===== src/rtl/pixel_stream_scheduler_if.sv =====
// Requester, frame-buffer and sender signals of the pixel stream scheduler.
// slave = scheduler side, master = requester/BRAM/sender side.
interface pixel_stream_scheduler_if #(
  parameter int PIX_W  = 12,
  parameter int ADDR_W = 17
);
  logic [1:0]        req;
  logic [ADDR_W-1:0] num_pixels;
  logic              abort;
  logic [1:0]        grant;
  logic              busy;
  logic              done;
  logic              aborted;
  logic [ADDR_W-1:0] rd_addr;
  logic [PIX_W-1:0]  rd_data;
  logic [PIX_W-1:0]  tx_pixel;
  logic              tx_valid;
  logic              tx_ready;

  modport slave (
    input  req, num_pixels, abort, rd_data, tx_ready,
    output grant, busy, done, aborted, rd_addr, tx_pixel, tx_valid
  );

  modport master (
    output req, num_pixels, abort, rd_data, tx_ready,
    input  grant, busy, done, aborted, rd_addr, tx_pixel, tx_valid
  );
endinterface


===== src/rtl/pixel_stream_scheduler.sv =====
// Round-robin frame arbiter streaming BRAM pixels to the UART sender.
// Define PIXEL_SYNC_HEADER_EN to send SYNC_WORD before each frame.
module pixel_stream_scheduler #(
  parameter int PIX_W  = 12,
  parameter int ADDR_W = 17
`ifdef PIXEL_SYNC_HEADER_EN
  , parameter logic [PIX_W-1:0] SYNC_WORD = 'hFFF
`endif
) (
  input logic clk,
  input logic reset,
  pixel_stream_scheduler_if.slave bus
);

  typedef enum logic [2:0] {
    S_IDLE,
    S_READ,
    S_LOAD,
    S_PRESENT,
    S_DONE
`ifdef PIXEL_SYNC_HEADER_EN
    , S_HDR
`endif
  } state_e;

  state_e            state_q, state_d;
  logic [1:0]        grant_q, grant_d;
  logic [ADDR_W-1:0] cnt_q, cnt_d;
  logic [ADDR_W-1:0] rd_addr_q, rd_addr_d;
  logic [PIX_W-1:0]  tx_pixel_q, tx_pixel_d;
  logic              last_q, last_d;
  logic              aborted_q, aborted_d;
  logic              winner;

  always_ff @(posedge clk) begin
    if (!reset) begin
      state_q    <= S_IDLE;
      grant_q    <= '0;
      cnt_q      <= '0;
      rd_addr_q  <= '0;
      tx_pixel_q <= '0;
      last_q     <= 1'b1;
      aborted_q  <= 1'b0;
    end else begin
      state_q    <= state_d;
      grant_q    <= grant_d;
      cnt_q      <= cnt_d;
      rd_addr_q  <= rd_addr_d;
      tx_pixel_q <= tx_pixel_d;
      last_q     <= last_d;
      aborted_q  <= aborted_d;
    end
  end

  always_comb begin
    state_d    = state_q;
    grant_d    = grant_q;
    cnt_d      = cnt_q;
    rd_addr_d  = rd_addr_q;
    tx_pixel_d = tx_pixel_q;
    last_d     = last_q;
    aborted_d  = 1'b0;
    // on a tie the requester that did not win last time goes next
    winner = (bus.req == 2'b11) ? ~last_q : bus.req[1];
    if (state_q != S_IDLE && bus.abort) begin
      state_d   = S_IDLE;
      grant_d   = '0;
      aborted_d = 1'b1;
    end else begin
      unique case (state_q)
        S_IDLE: begin
          if (|bus.req) begin
            grant_d   = winner ? 2'b10 : 2'b01;
            cnt_d     = bus.num_pixels;
            rd_addr_d = '0;
            last_d    = winner;
`ifdef PIXEL_SYNC_HEADER_EN
            tx_pixel_d = SYNC_WORD;
            state_d    = S_HDR;
`else
            state_d = (bus.num_pixels == '0) ? S_DONE : S_READ;
`endif
          end
        end
`ifdef PIXEL_SYNC_HEADER_EN
        S_HDR: begin
          if (bus.tx_ready)
            state_d = (cnt_q == '0) ? S_DONE : S_READ;
        end
`endif
        S_READ: state_d = S_LOAD;
        S_LOAD: begin
          tx_pixel_d = bus.rd_data;
          state_d    = S_PRESENT;
        end
        S_PRESENT: begin
          if (bus.tx_ready) begin
            cnt_d = cnt_q - ADDR_W'(1);
            // address stays on the last pixel rather than running past it
            if (cnt_q == ADDR_W'(1)) begin
              state_d = S_DONE;
            end else begin
              rd_addr_d = rd_addr_q + ADDR_W'(1);
              state_d   = S_READ;
            end
          end
        end
        S_DONE: begin
          grant_d = '0;
          state_d = S_IDLE;
        end
        default: state_d = S_IDLE;
      endcase
    end
  end

  assign bus.grant    = grant_q;
  assign bus.busy     = (state_q != S_IDLE);
  assign bus.done     = (state_q == S_DONE) && !bus.abort;
  assign bus.aborted  = aborted_q;
  assign bus.rd_addr  = rd_addr_q;
  assign bus.tx_pixel = tx_pixel_q;
`ifdef PIXEL_SYNC_HEADER_EN
  assign bus.tx_valid = (state_q == S_PRESENT) || (state_q == S_HDR);
`else
  assign bus.tx_valid = (state_q == S_PRESENT);
`endif

endmodule


===== src/flat_wrapper.sv =====
// flat-port wrapper written by rule: the top's interface ports become plain ports
module pixel_stream_scheduler_flat 
#(
  parameter int PIX_W  = 12,
  parameter int ADDR_W = 17

)
  (clk, reset, bus_req, bus_num_pixels, bus_abort, bus_rd_data, bus_tx_ready, bus_grant, bus_busy, bus_done, bus_aborted, bus_rd_addr, bus_tx_pixel, bus_tx_valid);
  pixel_stream_scheduler_if #(.PIX_W(PIX_W), .ADDR_W(ADDR_W)) bus_i ();
  input logic clk;
  input logic reset;
  input wire logic [$bits(bus_i.req)-1:0] bus_req;
  input wire logic [$bits(bus_i.num_pixels)-1:0] bus_num_pixels;
  input wire logic [$bits(bus_i.abort)-1:0] bus_abort;
  input wire logic [$bits(bus_i.rd_data)-1:0] bus_rd_data;
  input wire logic [$bits(bus_i.tx_ready)-1:0] bus_tx_ready;
  output wire logic [$bits(bus_i.grant)-1:0] bus_grant;
  output wire logic [$bits(bus_i.busy)-1:0] bus_busy;
  output wire logic [$bits(bus_i.done)-1:0] bus_done;
  output wire logic [$bits(bus_i.aborted)-1:0] bus_aborted;
  output wire logic [$bits(bus_i.rd_addr)-1:0] bus_rd_addr;
  output wire logic [$bits(bus_i.tx_pixel)-1:0] bus_tx_pixel;
  output wire logic [$bits(bus_i.tx_valid)-1:0] bus_tx_valid;
  assign bus_i.req = bus_req;
  assign bus_i.num_pixels = bus_num_pixels;
  assign bus_i.abort = bus_abort;
  assign bus_i.rd_data = bus_rd_data;
  assign bus_i.tx_ready = bus_tx_ready;
  assign bus_grant = bus_i.grant;
  assign bus_busy = bus_i.busy;
  assign bus_done = bus_i.done;
  assign bus_aborted = bus_i.aborted;
  assign bus_rd_addr = bus_i.rd_addr;
  assign bus_tx_pixel = bus_i.tx_pixel;
  assign bus_tx_valid = bus_i.tx_valid;
  pixel_stream_scheduler #(.PIX_W(PIX_W), .ADDR_W(ADDR_W)) u_core (.clk(clk), .reset(reset), .bus(bus_i));
endmodule

===== config.mk =====
export PLATFORM = sky130hd
export DESIGN_NAME = pixel_stream_scheduler_flat
export DESIGN_NICKNAME = d
export VERILOG_FILES = /design/src/rtl/pixel_stream_scheduler_if.sv /design/src/rtl/pixel_stream_scheduler.sv /design/src/flat_wrapper.sv
export SDC_FILE = /design/constraint.sdc
export NUM_CORES = 1
export LEC_CHECK = 0
export ABC_CLOCK_PERIOD_IN_PS = 5900
export BUFFER_PORTS_ARGS = -buffer_cell sky130_fd_sc_hd__buf_2
export CAP_MARGIN = 30
export CORE_ASPECT_RATIO = 0.7
export CORE_MARGIN = 2
export CORE_UTILIZATION = 30
export DETAILED_ROUTE_END_ITERATION = 12
export HOLD_SLACK_MARGIN = 0.08
export PLACE_DENSITY = 0.59
export SYNTH_ARGS = -nofsm -noshare
export SYNTH_HDL_FRONTEND = slang
export SYNTH_SLANG_ARGS = --single-unit

===== constraint.sdc =====
create_clock -name clk -period 5.9 [get_ports clk]
set_clock_uncertainty 0.1 [all_clocks]
set_input_delay 1.18 -clock clk [delete_from_list [all_inputs] [get_ports clk]]
set_output_delay 1.18 -clock clk [all_outputs]
set_load 0.02 [all_outputs]

### Word level (Yosys, flattened, before mapping)

Index checks and enable logic that the tools add are counted.

* input port bits: 35
* register bits: 53
* logic and storage cells: 54
* output and inout bits: 35

* add/sub/neg operators: 2
* bitwise logic cells: 3
* equal/unequal tests: 9
* reduce and logical (&&, ||, !) cells: 16
* multiplexer cells: 17

Operators by type and width (number)
* 17-bit 2-to-1 mux: 5
* 17-bit one-hot mux with 2 select lines: 2
* 17-bit by 1-bit adder with 17-bit output, second input constant: 1
* 17-bit by 1-bit == test with 1-bit output, second input constant: 1
* 17-bit zero test: 1
* 17-bit by 1-bit subtractor with 17-bit output, second input constant: 1
* 3-bit 2-to-1 mux: 4
* 3-bit one-hot mux with 4 select lines: 1
* 3-bit by 2-bit == test with 1-bit output, second input constant: 2
* 2-bit AND reduction: 3
* 5-bit AND reduction: 1
* 2-bit 2-to-1 mux: 2
* 2-bit inequality test, second input constant: 2
* 2-bit one-hot mux with 2 select lines: 1
* 4-bit AND reduction: 1
* 2-bit nonzero test: 2
* 2-bit OR reduction: 2
* 3-bit by 1-bit == test with 1-bit output, second input constant: 1
* 3-bit == test, second input constant: 1
* 3-bit zero test: 1
* 1-bit inverter: 3
* 3-bit AND reduction: 1
* 3-bit nonzero test: 1
* 2-bit == test, second input constant: 1
* 4 further kinds: 6

### Longest topological paths before layout

Gate-level depths: netlist (run 1).

* word-level depth: 5
* mapped depth: 8

### Worst setup path after synthesis (run 1)

OpenSTA, ideal clock, no wires.

* path type: input -> register
* start: in bus_abort
* end: reg u_core.rd_addr_q[5], in the netlist u_core.bus.rd_addr[5]
* library setup time: 115 ps
* slack: 3116 ps
* arrival: 2570 ps
* cell stages on the path: 6
* cell sequence: a211o_1 > a2111oi_4 > o21ai_2 > buf_2 > o31a_1 > o21a_1

* word-level cells in the longest chain between the ends: 3

RTL lines
* start: declaration: line flat_wrapper.sv:14 `input wire logic [$bits(bus_i.abort)-1:0] bus_abort;`
* 1-bit logical AND: line pixel_stream_scheduler.sv:65 `if (state_q != S_IDLE && bus.abort) begin`
* 1-bit inverter (no line)
* 5-bit AND reduction (no line)
* end signal: assignment: line pixel_stream_scheduler.sv:48 `rd_addr_q <= rd_addr_d;`
* end: declaration: line pixel_stream_scheduler.sv:29 `logic [ADDR_W-1:0] rd_addr_q, rd_addr_d;`

No other way between the ends.
A chain may end at the register's enable or synchronous reset.

### Worst setup path after layout (run 1)

* start: reg u_core.state_q[0]
* end: out bus_tx_valid

* word-level cells in the longest chain between the ends: 1

RTL lines
* start: declaration: line pixel_stream_scheduler.sv:26 `state_e state_q, state_d;`
* start signal: assignment: line pixel_stream_scheduler.sv:45 `state_q <= state_d;`
* 3-bit by 2-bit == test with 1-bit output: line pixel_stream_scheduler.sv:126 `assign bus.tx_valid = (state_q == S_PRESENT);`
* end: declaration: line flat_wrapper.sv:23 `output wire logic [$bits(bus_i.tx_valid)-1:0] bus_tx_valid;`

No other way between the ends.

==> impl_metrics.csv, run 1 <==
group,metric,value,unit
outcome,outcome,"completed",
pwr,power.internal,0.000735,W
sta,min_period,2930,ps
die,die_y,83.6,um
yosys,netlist_area,2720,sq um
placed_design,dp_slack,2680,ps
clocking,htreeDepth,2,
yosys,syn_area_per_cell,7.92,sq um
layout,fin_nets,444,
layout,drive_gt1_frac,0.214,
sta,maxSlewHeadroom,0.350,
clocking,root_buffer,"clkbuf_16",
sta,setup_viol,0,
global_route,antenna_found_initial,0,
layout,fillers,923,
detailed_routing,drc,0,
die,die_area,9840,sq um
die,num_rows,28,
hold_path,hold_path.class,"reg -> reg",
clocking,hold_buffers,0,
worst_setup_path,crit_required,4620,ps
worst_setup_path,cp-end-kind,"output port",
pwr,p_sw,0.000359,W
clocking,cts_tree,"yes",
global_route,grt_pass1_vias,2525,
yosys,ys.flop_type,"dfxtp_1",
global_route,track_usage,0.157,
yosys,yosysWarnings,0,
sta,setup_tns,0,ps
layout,antennaDiodeCount,0,
sta,tightest_slew,973,ps
worst_setup_path,path_class,"reg -> out",
clocking,numCtsBuffers,5,
sta,period_share,0.497,
clocking,cts_buffer_depth,2,
yosys,synth_nets,381,
pwr,swShare,0.328,
worst_setup_path,crit_arrival,1650,ps
worst_setup_path,critPathMaxStageDelay,560,ps
die,ios,70,
worst_setup_path,critPathBufInv,2,
worst_setup_path,slowest_stage,"dfxtp_1",
die,coreArea,8620,sq um
die,initial_core_util,0.315,
die,dieWidth,118,um
detailed_routing,via_count,2747,
global_route,overflow,0,
pwr,ir_drop,0.146,mV
clocking,clock_sinks,53,
worst_setup_path,cp-start-kind,"flip-flop",
sta,hold_viol_final,0,
global_route,grt_max_degree,32,
worst_setup_path,critical_path.max_fanout,14,
pwr,sequentialPowerShare,0.393,
job,cap_violations,0,
yosys,synthCells,343,
yosys,synth-edff-count,0,
yosys,ys_types,54,
pwr,leakage,1.30,nW
pwr,p_per_area,325,nW/um^2
pwr,pwr-share-comb,0.254,
sta,setup_ws,2970,ps
sta,drv_slew,0,
clocking,post_cts_resized,0,
pwr,power_frac_clock,0.352,
detailed_routing,routed_wl,7.68,mm
sta,grt_setup_unrepaired,"no",
detailed_routing,first_pass_iters,4,
placed_design,place_hpwl,5.66,mm
yosys,seq_area_frac_synth,0.391,
yosys,ys_seq_elements,53,
layout,area_growth,23.8,%
detailed_routing,ant_nets,0,
detailed_routing,routed_via_density,5.21,
placed_design,io_buffers,69,
clocking,cts_setup_buffers,0,
detailed_routing,drtIter0Drc,197,
clocking,clk_pin_slew,70,ps
worst_setup_path,worstPathCellList,"nand3b_1 > inv_1 > buf_2",
worst_setup_path,critPathTopFamily,"buffers and inverters",
detailed_routing,wl_per_cell,14.6,um
clocking,clk-insertion-delay-late,300,ps
yosys,async_flop_share,0,
sta,fmax,341,MHz
global_route,grt_pass1_wl,12.8,mm
placed_design,gp_congestion,0.834,
metal layers:
metal  track usage  part of all wire  vias to the layer above
met4        0.0350            0.0082                        0
met5             0                 0                        -
li1              -                 -                     1392
met3        0.0417             0.072                        7
met2         0.208              0.38                       88
met1         0.244              0.54                     1260
stage by stage:
stage | instance area [sq um] | total power, W | utilization | std cells | hold WS [ps]
floorplan | 2720 | 0.000630 | - | 343 | 347
global placement | 3170 | 0.000707 | 0.367 | 519 | 340
detailed placement | 3170 | 0.000712 | 0.367 | 519 | 347
CTS | 3360 | 0.00109 | 0.390 | 527 | 357
global route | 3360 | 0.00115 | 0.390 | 527 | 377
finish | 3360 | 0.00109 | 0.390 | 527 | 353
worst paths after layout:
| path | start | to | slack [ps] | depth (start not counted) |
|---|---|---|---|---|
| worst min-delay path | u_core.bus.tx_pixel[7] | u_core.bus.tx_pixel[7] | 350 | 2 |
| worst min register to register | u_core.bus.tx_pixel[7] | u_core.bus.tx_pixel[7] | 350 | 2 |
| worst max-delay path | u_core.state_q[0] | bus_tx_valid | 2970 | 3 |
| worst max register to register | u_core.state_q[0] | u_core.bus.rd_addr[4] | 3270 | 6 |
Yosys cell counts, types with 4 or more instances:
cell      count  area [sq um]
nand2_1      59           221
and2_1        4          25.0
o21ai_0      25           125
clkbuf_1     10          37.5
nand3_1      11          55.1
nor4_1       10          62.6
dfxtp_1      53          1060
a21boi_0     15           113
inv_1         6          22.5
nor3_1       14          70.1
o211ai_1      7          52.6
nand4_1       8          50.1
a21oi_1      24           120
xor2_1        4          35.0
or3_1         9          56.3
nor2_1       20          75.1
power groups by stage:
stage	registers, W	logic (W)	clock network [W]
6_report	0.000430	0.000278	0.000385
5_1_grt	0.000436	0.000312	0.000403
4_1_cts	0.000429	0.000276	0.000388
3_5_place_dp	0.000437	0.000275	0
3_3_place_gp	0.000436	0.000271	0
2_1_floorplan	0.000431	0.000199	0
layout by cell type, fill, tap and decap left out, types with 3 or more instances in the layout:
cell / n
or3_1: 9
a32o_1: 3
dfxtp_1: 53
o2111ai_1: 3
nor3b_1: 3
a21oi_1: 24
and2_1: 4
nand3b_1: 3
nor3_1: 14
nand3_1: 11
inv_1: 6
nand2_1: 59
nor2_1: 20
buf_2: 69
xor2_1: 4
nand4_1: 8
nor4_1: 10
and3_1: 3
nor2b_1: 3
clkbuf_16: 5
o21ai_0: 25
o211ai_1: 7
a21boi_0: 15
ha_1: 3
flip-flops by register name, indices dropped and copies added, names as in the netlist:
signal and count:
u_core.cnt_q 17, u_core.bus.grant 2, u_core.last_q 1, u_core.bus.tx_pixel 12, u_core.state_q 3, u_core.bus.aborted 1, u_core.bus.rd_addr 17
layout make-up:
cell class	instances	area [sq um]	share of cell area
Timing Repair Buffer	71	360	0.107
Clock inverter	3	68.8	0.0205
Inverter	7	26.3	0.00782
Clock buffer	5	125	0.0372
Multi-Input combinational cell	268	1570	0.467
Sequential cell	53	1060	0.316
Tap cell	120	150	0.0447
worst min-delay path, cell delays in order (launching register included):
cell and delay, ps:
dfxtp_1 310, nand2_1 50, a21oi_1 50
kinds of logic (layout without fill, tap and decap cells):
kind of cell / count (synthesis) / in the layout / synth area share
xor gates and xnor gates: 5 / 5 / 0.0161
DFF: 53 / 53 / 0.391
and+or+nand+nor: 159 / 159 / 0.292
buffers and inverters: 22 / 86 / 0.0359
AOI/OAI and AO/OA: 101 / 101 / 0.251
adders and majority gates: 3 / 3 / 0.0138
(Power assumes the default switching activity.)
==> inputs of run 2 (changes only) <==
--- a/config.mk
+++ b/config.mk
@@ -5,7 +5,8 @@
 export SDC_FILE = /design/constraint.sdc
 export NUM_CORES = 1
 export LEC_CHECK = 0
-export ABC_CLOCK_PERIOD_IN_PS = 5900
+export ABC_AREA = 1
+export ABC_CLOCK_PERIOD_IN_PS = 2900
 export BUFFER_PORTS_ARGS = -buffer_cell sky130_fd_sc_hd__buf_2
 export CAP_MARGIN = 30
 export CORE_ASPECT_RATIO = 0.7
@@ -13,7 +14,7 @@
 export CORE_UTILIZATION = 30
 export DETAILED_ROUTE_END_ITERATION = 12
 export HOLD_SLACK_MARGIN = 0.08
-export PLACE_DENSITY = 0.59
+export PLACE_DENSITY = 0.58
 export SYNTH_ARGS = -nofsm -noshare
 export SYNTH_HDL_FRONTEND = slang
 export SYNTH_SLANG_ARGS = --single-unit
==> constraint.sdc (replaced) <==
create_clock -name clk -period 2.9 [get_ports clk]
set_clock_uncertainty 0.1 [all_clocks]
set_input_delay 0.58 -clock clk [delete_from_list [all_inputs] [get_ports clk]]
set_output_delay 0.58 -clock clk [all_outputs]
set_load 0.02 [all_outputs]
==> impl_metrics.csv, run 2 <==
group,metric,value,unit
yosys,yosysWarnings,0,
layout,antennaDiodeCount,0,
yosys,ys.flop_type,"dfxtp_1",
pwr,ir_drop,0.478,mV
yosys,synth_top_family_by_area,"simple AND/OR/NAND/NOR gates",
yosys,synth_area_leaders,"dfxtp_1 34%, nand2_1 14%, nor2_1 11%",
placed_design,place_hpwl,6.43,mm
pwr,p_per_area,905,nW/um^2
clocking,cts_buffer_depth,2,
clocking,root_buffer,"clkbuf_16",
hold_path,min_path_cells,2,
clocking,clk_pin_slew,70,ps
layout,fillers,1098,
detailed_routing,routed_via_density,4.71,
detailed_routing,ant_nets,0,
sta,hold_viol_final,0,
worst_setup_path,crit_required,2220,ps
yosys,yosys-top-cells-count,"119 x nand2_1, 94 x nor2_1, 56 x inv_1, 53 x dfxtp_1, 51 x nand3_1",
layout,area_growth,19.7,%
yosys,syn_area_per_cell,6.18,sq um
clocking,post_cts_resized,0,
die,die_y,88.9,um
global_route,track_usage,0.156,
die,ios,70,
yosys,yosys.area.top_type,"dfxtp_1",
placed_design,io_buffers,69,
detailed_routing,dr_wl_met2,3.49,mm
layout,fin_nets,601,
pwr,p_total,0.00335,W
job,cap_violations,0,
die,die_area,11100,sq um
yosys,ys_types,31,
die,num_rows,30,
detailed_routing,top_layer,"met4",
layout,fin_util,0.375,
yosys,synth_top_area_share,0.343,
layout,drive_gt1_frac,0.165,
layout,final_common_cell,"nand2_1",
hold_path,hold_path.class,"reg -> reg",
yosys,seq_area_frac_synth,0.343,
layout,mostFrequentLayoutCells,"119 x nand2_1, 94 x nor2_1, 69 x buf_2",
yosys,synth_xor_area_frac,0.0113,
die,initial_core_util,0.313,
global_route,grt_pass1_wl,14.2,mm
sta,min_period,2260,ps
clocking,htreeDepth,2,
worst_setup_path,crit_arrival,1580,ps
clocking,clk-insertion-delay-late,290,ps
detailed_routing,drtIter0Drc,213,
sta,grt_setup_unrepaired,"no",
detailed_routing,wl_per_cell,12.5,um
detailed_routing,routed_wl,8.68,mm
clocking,numCtsBuffers,5,
placed_design,gp_congestion,0.827,
yosys,synth-edff-count,0,
yosys,synthMuxAreaShare,0,
yosys,netlist_area,3090,sq um
sta,setup_viol,0,
sta,maxSlewHeadroom,0.445,
detailed_routing,wirelength_met1,4.61,mm
sta,tightest_slew,831,ps
yosys,yosysMostFrequentCell,"nand2_1",
yosys,synth-compound-area-share,0.130,
worst_setup_path,cp-start-kind,"flip-flop",
global_route,antenna_found_initial,0,
yosys,synthSimpleGateAreaFrac,0.404,
pwr,leakage,1.63,nW
clocking,hold_buffers,0,
sta,setup_tns,0,ps
sta,setup_ws,638,ps
yosys,synth_nets,538,
die,coreArea,9870,sq um
detailed_routing,first_pass_iters,5,
yosys,synthCells,500,
global_route,grt_max_degree,32,
worst_setup_path,critical_path.max_fanout,31,
placed_design,dp_slack,816,ps
die,dieWidth,125,um
outcome,outcome,"completed",
clocking,cts_tree,"yes",
global_route,grt_pass1_vias,2936,
global_route,overflow,0,
sta,fmax,442,MHz
clocking,clock_sinks,53,
sta,drv_slew,0,
worst_setup_path,setup.reg_to_reg.worst_slack,780,ps
yosys,ys_seq_elements,53,
detailed_routing,wl_met3,504,um
worst_setup_path,path_class,"reg -> out",
worst_setup_path,cp-end-kind,"output port",
detailed_routing,drc,0,
clocking,cts_setup_buffers,0,
yosys,synthAdderAreaFrac,0.0121,
sta,period_share,0.780,
detailed_routing,via_count,3260,
yosys,async_flop_share,0,
worst_setup_path,reg2reg_depth,10,
[run 2: cell count changes in the layout (fill, tap and decap cells not counted), moves of 14 or more]
| cell | delta |
|---|---|
| nor2_1 | +74 |
| a21boi_0 | -15 |
| inv_1 | +50 |
| nand2_1 | +60 |
| nand3_1 | +40 |
| a21oi_1 | +14 |
[run 2: cells by family after synthesis]
kind of cell,Yosys count
and+or+nand+nor,290
DFF,53
AOI/OAI and AO/OA,76
xor gates and xnor gates,4
adders and majority gates,3
buffers and inverters,74
[run 2: power breakdown]
group / internal, W / total [W] / leakage [nW] / switching (W)
registers: 0.000912 / 0.00107 / 0.432 / 0.000156
logic: 0.000480 / 0.00159 / 1.12 / 0.00111
clock network: 0.000410 / 0.000684 / 0.0810 / 0.000274
[run 2: per-stage QoR]
stage / area [sq um] / hold slack, ps / cells
5_1_grt: 3700 / 369 / 692
3_5_place_dp: 3530 / 336 / 684
2_1_floorplan: 3090 / 350 / 500
6_report: 3700 / 347 / 692
4_1_cts: 3700 / 347 / 692
3_3_place_gp: 3530 / 329 / 684
[run 2: critical path, cell delays in order (launching register included)]
cell and delay, ps:
dfxtp_1 440, nand2_1 130, nor2_4 130, buf_4 350, buf_2 230
[run 2: area by class of cell]
type                    instances  area (sq um)  share of cell area
clock buffers                   6           129              0.0348
inverters                      59           225              0.0609
well taps                     128           160              0.0433
clock inverters                 2          38.8              0.0105
multi-input cells             373          1730               0.466
repair buffers                 71           360              0.0974
flip-flops and latches         53          1060               0.287
[run 2: path summary, 6_finish.rpt]
check / start / endpoint
worst max-delay path: u_core.state_q[0] / bus_tx_valid
worst min-delay path: u_core.bus.tx_pixel[11] / u_core.bus.tx_pixel[11]
worst max register to register: u_core.state_q[2] / u_core.bus.rd_addr[16]
worst min register to register: u_core.bus.tx_pixel[11] / u_core.bus.tx_pixel[11]
[run 2: routing by layer]
metal / up-vias / GRT usage
met5: - / 0
met4: 0 / 0.0374
met3: 6 / 0.0281
met2: 76 / 0.233
met1: 1453 / 0.232
li1: 1725 / -
